## src/rtl/sha256_job_ctrl.sv

```systemverilog
// sha256_job_ctrl: loads a 20-word message into shared memory, runs the SHA-256 core, streams the digest back.
// Define SHA_CTRL_TIMEOUT_EN to add a watchdog on the wait-for-done phase (error pulse, job aborted).
module sha256_job_ctrl #(
  parameter int MSG_WORDS    = 20,
  parameter int DIGEST_WORDS = 8,
  parameter int READ_LAT     = 2
`ifdef SHA_CTRL_TIMEOUT_EN
  ,
  parameter int TIMEOUT_CYCLES = 2048
`endif
) (
  input  logic        clk,
  input  logic        reset_n,
  input  logic [15:0] message_addr,
  input  logic [15:0] output_addr,
  input  logic        in_valid,
  output logic        in_ready,
  input  logic [31:0] in_data,
  output logic        out_valid,
  input  logic        out_ready,
  output logic [31:0] out_data,
  output logic        out_last,
  output logic        busy,
  output logic        error,
  output logic        core_start,
  input  logic        core_done,
  input  logic        core_mem_we,
  input  logic [15:0] core_mem_addr,
  input  logic [31:0] core_mem_write_data,
  output logic        mem_we,
  output logic [15:0] mem_addr,
  output logic [31:0] mem_write_data,
  input  logic [31:0] mem_read_data
);
  localparam int               LAT_W    = (READ_LAT > 1) ? $clog2(READ_LAT) : 1;
  localparam logic [4:0]       CNT_LAST = 5'(MSG_WORDS - 1);
  localparam logic [2:0]       IDX_LAST = 3'(DIGEST_WORDS - 1);
  localparam logic [LAT_W-1:0] LAT_LAST = LAT_W'(READ_LAT - 1);

  typedef enum logic [2:0] {
    IDLE  = 3'd0,
    LOAD  = 3'd1,
    START = 3'd2,
    WAIT  = 3'd3,
    FETCH = 3'd4,
    DRAIN = 3'd5
  } state_t;

  state_t           state_r;
  logic [4:0]       cnt_r;
  logic [2:0]       idx_r;
  logic [LAT_W-1:0] lat_r;
  logic             done_q_r;
  logic             ctl_we_r;
  logic [15:0]      ctl_addr_r;
  logic [31:0]      ctl_wdata_r;
  logic             out_valid_r;
  logic [31:0]      out_data_r;
  logic             core_start_r;
  logic             accept_s;
  logic             done_rise_s;

  assign in_ready    = (state_r == IDLE) || (state_r == LOAD);
  assign accept_s    = in_valid & in_ready;
  assign done_rise_s = core_done & ~done_q_r;
  assign busy        = (state_r != IDLE);
  assign out_valid   = out_valid_r;
  assign out_data    = out_data_r;
  assign out_last    = (state_r == DRAIN) && (idx_r == IDX_LAST);
  assign core_start  = core_start_r;

`ifdef SHA_CTRL_TIMEOUT_EN
  localparam logic [11:0] WDOG_LAST = 12'(TIMEOUT_CYCLES - 1);
  logic [11:0] wdog_r;
  logic        error_r;
  assign error = error_r;
`else
  assign error = 1'b0;
`endif

  // The core owns the memory port only while the controller waits for done.
  always_comb begin
    if (state_r == WAIT) begin
      mem_we         = core_mem_we;
      mem_addr       = core_mem_addr;
      mem_write_data = core_mem_write_data;
    end else begin
      mem_we         = ctl_we_r;
      mem_addr       = ctl_addr_r;
      mem_write_data = ctl_wdata_r;
    end
  end

  // Job sequencing: message load, start pulse, done wait, digest fetch/drain.
  always_ff @(posedge clk or negedge reset_n) begin
    if (!reset_n) begin
      state_r      <= IDLE;
      cnt_r        <= 5'd0;
      idx_r        <= 3'd0;
      lat_r        <= '0;
      done_q_r     <= 1'b0;
      ctl_we_r     <= 1'b0;
      ctl_addr_r   <= 16'd0;
      ctl_wdata_r  <= 32'd0;
      out_valid_r  <= 1'b0;
      out_data_r   <= 32'd0;
      core_start_r <= 1'b0;
`ifdef SHA_CTRL_TIMEOUT_EN
      wdog_r       <= 12'd0;
      error_r      <= 1'b0;
`endif
    end else begin
      core_start_r <= 1'b0;
`ifdef SHA_CTRL_TIMEOUT_EN
      error_r      <= 1'b0;
`endif
      case (state_r)
        IDLE, LOAD: begin
          if (accept_s) begin
            ctl_we_r    <= 1'b1;
            ctl_addr_r  <= message_addr + {11'd0, cnt_r};
            ctl_wdata_r <= in_data;
            cnt_r       <= cnt_r + 5'd1;
            state_r     <= (cnt_r == CNT_LAST) ? START : LOAD;
          end else begin
            ctl_we_r <= 1'b0;
          end
        end
        START: begin
          ctl_we_r     <= 1'b0;
          core_start_r <= 1'b1;
          done_q_r     <= core_done;
`ifdef SHA_CTRL_TIMEOUT_EN
          wdog_r       <= 12'd0;
`endif
          state_r      <= WAIT;
        end
        WAIT: begin
          // done is sticky in the core, so only a fresh rising edge ends the job.
          done_q_r <= core_done;
          if (done_rise_s) begin
            idx_r      <= 3'd0;
            lat_r      <= '0;
            ctl_addr_r <= output_addr;
            state_r    <= FETCH;
          end
`ifdef SHA_CTRL_TIMEOUT_EN
          else if (wdog_r == WDOG_LAST) begin
            error_r <= 1'b1;
            cnt_r   <= 5'd0;
            idx_r   <= 3'd0;
            state_r <= IDLE;
          end else begin
            wdog_r <= wdog_r + 12'd1;
          end
`endif
        end
        FETCH: begin
          ctl_we_r   <= 1'b0;
          ctl_addr_r <= output_addr + {13'd0, idx_r};
          if (lat_r == LAT_LAST) begin
            out_data_r  <= mem_read_data;
            out_valid_r <= 1'b1;
            state_r     <= DRAIN;
          end else begin
            lat_r <= lat_r + LAT_W'(1);
          end
        end
        DRAIN: begin
          if (out_ready) begin
            out_valid_r <= 1'b0;
            if (idx_r == IDX_LAST) begin
              cnt_r   <= 5'd0;
              idx_r   <= 3'd0;
              state_r <= IDLE;
            end else begin
              idx_r      <= idx_r + 3'd1;
              ctl_addr_r <= output_addr + {13'd0, 3'(idx_r + 3'd1)};
              lat_r      <= '0;
              state_r    <= FETCH;
            end
          end
        end
        default: state_r <= IDLE;
      endcase
    end
  end
endmodule
```

## config.mk

```make
export PLATFORM = sky130hd
export DESIGN_NAME = sha256_job_ctrl
export DESIGN_NICKNAME = d
export VERILOG_FILES = /design/src/rtl/sha256_job_ctrl.sv
export SDC_FILE = /design/constraint.sdc
export NUM_CORES = 1
export LEC_CHECK = 0
export BUFFER_PORTS_ARGS = -buffer_cell sky130_fd_sc_hd__buf_2
export CORE_MARGIN = 1
export CORE_UTILIZATION = 45
export CTS_CLUSTER_DIAMETER = 100
export DETAILED_ROUTE_END_ITERATION = 12
export GPL_TIMING_DRIVEN = 0
export PLACE_DENSITY = 0.75
export SYNTH_ARGS = -nofsm -noshare
export SYNTH_HDL_FRONTEND = slang
export SYNTH_SLANG_ARGS = --single-unit
```

## constraint.sdc

```tcl
create_clock -name clk -period 5.21 [get_ports clk]
set_input_delay 0.521 -clock clk [delete_from_list [all_inputs] [get_ports clk]]
set_output_delay 0.521 -clock clk [all_outputs]
set_load 0.01 [all_outputs]
```

Word level (Yosys, flattened, before mapping)
Cells that the tools add are included.
{ "op_classes": {"n_bitwise": 3, "mux": 34, "addsub": 6, "n_reduce_logical": 21, "n_eq_ne": 13} }
{ "op_table": {"columns": ["operator", "count"], "rows": [
  ["16-bit two-way mux", 5],
  ["16-bit case mux with 4 select lines", 1],
  ["16-bit by 3-bit adder with 16-bit output", 2],
  ["32-bit two-way mux", 1],
  ["3-bit two-way mux", 8],
  ["16-bit by 5-bit adder with 16-bit output", 1],
  ["5-bit two-way mux", 3],
  ["3-bit case mux with 5 select lines", 1],
  ["4-bit AND reduction", 3],
  ["2-bit inequality test (second input constant)", 5],
  ["5-bit case mux with 2 select lines", 1],
  ["3-bit equality test (second input constant)", 3],
  ["1-bit two-way mux", 9],
  ["2-bit nonzero test", 4],
  ["3-bit by 2-bit equality test with 1-bit output (second input constant)", 2],
  ["3-bit case mux with 2 select lines", 1],
  ["3-bit AND reduction", 2],
  ["3-bit nonzero test", 2],
  ["2-bit OR reduction", 3],
  ["5-bit by 1-bit adder with 5-bit output (second input constant)", 1],
  ["5-bit equality test (second input constant)", 1],
  ["5-bit AND reduction", 1],
  ["1-bit case mux with 2 select lines", 2],
  ["2-bit AND reduction", 2],
  ["12 further kinds", 13]
]} }
{ "word_totals": {"out_inout_bits": 87, "word_cells": 88, "input_bits": 150, "ff_bits": 96} }

Logic depth before layout (Yosys ltp)
{ "logic_depth": {"word_depth": 5, "depth_mapped": 11, "ltp_nobuf": 10} }

Worst setup path after synthesis
Ideal clock, no wire load.
{ "synth_timing": {"kind": "flip-flop to flip-flop", "start": "reg state_r[1]", "end": "reg ctl_addr_r[10]", "slack_ps": 2574, "setup_time_ps": 88, "t_arrival_ps": 2548, "t_required_ps": 5122, "path_stages_with_launch": 11, "path_buffers": 1, "period_less_slack_ps": 2636, "cell_sequence": "dfrtp_1 -> buf_2 -> nand3b_1 -> xnor2_1 -> ha_1 -> inv_1 -> fa_1 -> nor2b_1 -> o211ai_1 -> or4_1 -> a41oi_1"} }
{ "synth_between": {"elab_chain_len": 5, "elab_cells_between_ends": 15, "classes_between": "8 x eq/ne; 1 x mux; 1 x bitwise; 5 x reduce/logical"} }
{ "synth_lines": {"columns": ["element", "line", "text"], "rows": [
  ["start: declaration", "49", "state_t state_r;"],
  ["start signal: assignment", "124", "state_r <= (cnt_r == CNT_LAST) ? START : LOAD;"],
  ["3-bit by 1-bit equality test with 1-bit output or 3-bit logical NOT (tied branches)", "63, 117", null],
  ["1-bit logical OR", "63", "assign in_ready = (state_r == IDLE) || (state_r == LOAD);"],
  ["1-bit AND", "64", "assign accept_s = in_valid & in_ready;"],
  ["2-bit inequality test (no source line)", null, null],
  ["5-bit AND reduction (no source line)", null, null],
  ["end signal: assignment", "121", "ctl_addr_r <= message_addr + {11'd0, cnt_r};"],
  ["end signal: assignment", "144", "ctl_addr_r <= output_addr;"],
  ["end signal: assignment", "160", "ctl_addr_r <= output_addr + {13'd0, idx_r};"],
  ["end: declaration", "55", "logic [15:0] ctl_addr_r;"]
]} }
Parallel ways exist; a longest one is shown, timed or not.
A chain may end at the register's enable or synchronous reset.

Worst setup path after layout
{ "layout_timing": {"start": "reg state_r[1]", "end": "out mem_write_data[25]"} }
{ "layout_between": {"elab_chain_len": 2} }
{ "layout_lines": {"columns": ["element", "line", "text"], "rows": [
  ["3-bit by 2-bit equality test with 1-bit output", "83", "if (state_r == WAIT) begin"],
  ["32-bit two-way mux", "83", null],
  ["end: declaration", "32", "output logic [31:0] mem_write_data,"]
]} }
Every way passes these cells.

==> key figures <==
Outcome
  – Outcome: finished clean

Clocking
  – Sink Count: between 90 and 100
  – Max Root-Sink Buffers: 2
  – CTS buffer count: 9
  – Cts repair resizes: 0
  – Buffer count from post-CTS setup fixing: 0
  – Number of hold buffers added after CTS: 0
  – Reg clk slew, reported paths: ~0.07 ns
  – CTS tree: done
  – Clock root buffer: clkbuf_16
  – # H-tree levels: 3
  – Clk Latency, worst-skew pair: 0.35 ns

Synth
  – Sequential share of the synthesized area: between 40 and 50%
  – Post-synthesis cell type count: around 70
  – Area of the mapped netlist: 0.00554 mm^2
  – Synthesized area per cell: 8.26 um^2
  – Ys Warns: 0
  – Mapped Nets: between 800 and 900
  – Ys async rst share: 100%
  – Most used DFF post-synth: dfrtp_1
  – EDFF count, synth: 0
  – Cells after synthesis: 671
  – Synthesis-stage register bit count: 96

Cells and area
  – Area growth, synth to finish: 30.7%
  – Fin nets: between 1000 and 1500
  – Multi-input gate area: about 0.0030 mm^2
  – Sequential cell area: 0.00240 mm^2
  – Cell area after layout: between 0.007 and 0.008 mm^2
  – Share of cells above drive strength 1: ~30%
  – Fillers: ~1100
  – Antenna diodes: 0
  – Final Util: just over 60%

Timing
  – Worst slew pin tran: between 0.6 and 0.7 ns
  – Final Setup Violations: 0
  – Setup TNS: 0 ns
  – Final min period: between 3 and 4 ns
  – Fmax: approximately 330 MHz
  – Final worst setup slack: about 2.1 ns
  – Layout Skew: approximately 0.0043 ns
  – Hold Slack: 0.195 ns
  – Fin crit share: 58.8%
  – Final hold vios: 0
  – Relative slew slack: around 55%
  – RSZ-0062 raised after global routing: no
  – Max Slew Vio Count: 0

Job
  – Max Cap Violations: 0

GRT
  – Initial antenna violation count: 0
  – Global-route wire length before repair: roughly 25000 um
  – Vias in the first global route: slightly above 5000
  – Largest net degree at the start of global routing: 51
  – Gr ovfl total: 0
  – GRT Overall Usage: 25.0%

Worst setup path
  – CP Data Required Time: 4.69 ns
  – CP max stage delay: 0.51 ns
  – Crit-path max FO: 10
  – Type of origin of the critical path: flip-flop
  – Slowest-stage cell, CP: clkbuf_1
  – CP cell instances: buf_2 -> nand3b_2 -> clkbuf_1 -> clkbuf_1 -> nand2_1 -> nand2_1 -> buf_2
  – Crit. End Element: output port
  – CP arrival: ~2.5 ns
  – WS Path Type: flip-flop to output port

Die
  – I/O pin total: approximately 240
  – Total core area: 0.0120 mm^2
  – Rows: 40
  – Starting Density: around 46%
  – Die area: between 0.01 and 0.015 mm^2
  – Die Y: between 100 and 150 um
  – DIE WIDTH: between 100 and 150 um

Pwr
  – Static leakage: just under 4 nW
  – Pwr per Cell Area: 501 mW/mm^2
  – Worst VDD drop: around 260 uV

Routing
  – Wire per inst: between 10 and 15 um
  – DR vias/cell: approximately 5.3
  – Starting DRT DRC Count: roughly 430
  – Number of remaining DRC errors: 0
  – Antenna viol nets, final: 0
  – DRT Pass-1 Iters: 5
  – WL final: roughly 16000 um
  – Via count: ~5600

Place
  – Setup WS pre-CTS: 2.24 ns
  – Placed inst area: 0.00693 mm^2
  – Gp weighted congestion: 0.888
  – Hpwl dp: 12100 um
  – # port buffers: between 200 and 250

Hold path
  – Hold WC Path Type: input port to asynchronous set/reset pin
-- power by group --
group | switching, mW | internal [mW]
clock | 0.313 | 0.383
sequential | 0.198 | 1.09
combinational | 0.902 | 0.738
total | 1.41 | 2.22
-- synthesized netlist by cell type, drive strengths merged, types with 5 or more instances --
cell    count  share of area [%]
nor2       42                2.9
nand3      13                1.2
o21ai      19                1.8
ha         11                2.5
mux2       33                6.7
o211ai      5               0.68
nor3        5               0.45
a21oi      13                1.2
clkbuf     15                1.0
xor2        7                1.1
inv         5               0.34
nand2     279                 19
a31oi      11                1.2
and3        8               0.90
buf        18                1.8
dfrtp      96                 43
a22oi       5               0.68
nand4       8                1.0
-- placed cells by master, fill, tap and decap left out, types with 7 or more instances in the layout --
master	instances
nand2_1	279
o21ai_0	13
and3_1	8
dfrtp_1	96
buf_2	243
nand4_1	7
a31oi_1	11
clkbuf_16	9
nor2_1	41
clkbuf_1	15
a21oi_1	13
ha_1	11
mux2_1	29
nand3_1	13
xor2_1	7
-- state kept, by name, indices dropped and copies added (netlist names) --
register,cells
out_valid,1
ctl_addr_r,16
state_r,3
lat_r,1
done_q_r,1
out_data,32
ctl_wdata_r,32
cnt_r,5
idx_r,3
ctl_we_r,1
core_start,1
-- critical path: cells and delay by family (launching register included) --
family	cells	cell delay [ns]
buffers and inverters	4	1.29
and+or+nand+nor	3	0.47
DFF	1	0.44
-- worst paths after layout --
kind	from	to	slack, ns	cells past startpoint
setup reg to reg	state_r[1]	ctl_addr_r[10]	2.16	10
max in group asynchronous	reset_n	out_data[29]	4.35	2
hold reg to reg	done_q_r	done_q_r	0.47	2
hold / removal	reset_n	ctl_wdata_r[7]	0.20	1
setup / recovery	state_r[1]	mem_write_data[25]	2.15	7
min in group clk	in_data[6]	ctl_wdata_r[6]	0.36	3
-- cell type report --
| class | instances | area share [%] |
|---|---|---|
| clock inverter | 7 | 1.19 |
| tap | 147 | 2.54 |
| multi-input combinational | 537 | 40.9 |
| inverter | 5 | 0.259 |
| clock buffer | 9 | 3.11 |
| sequential | 96 | 33.2 |
| timing repair buffer | 236 | 16.7 |
| buffer | 33 | 2.18 |
-- stage by stage --
step	instances	total power, mW
after global routing	1070	3.90
after CTS	1070	3.65
final	1070	3.63
after global placement	1053	2.90
after floorplan	671	2.31
after detailed placement	1054	2.95
-- cells by family (layout without fill, tap and decap cells) --
family,count (synthesis),count (layout),synth area share (%)
multiplexers,37,37,7.43
other,1,1,0.0677
flip-flops,96,96,43.4
AND/OR/NAND/NOR,386,386,29.8
buffers and inverters,38,290,3.18
XOR/XNOR,9,9,1.42
AO/OA/AOI/OAI,91,91,11.6
adder cells (fa/ha/maj),13,13,3.21
-- routing by layer --
layer / vias up / GRT usage [%] / share of wire, %
met5: - / 0 / 0
met4: 0 / 8.07 / 2.3
met3: 26 / 3.00 / 6.0
met2: 217 / 40.7 / 48
met1: 2621 / 35.0 / 44
li1: 2763 / - / -
Note: power is estimated with default switching activity, not from simulation.
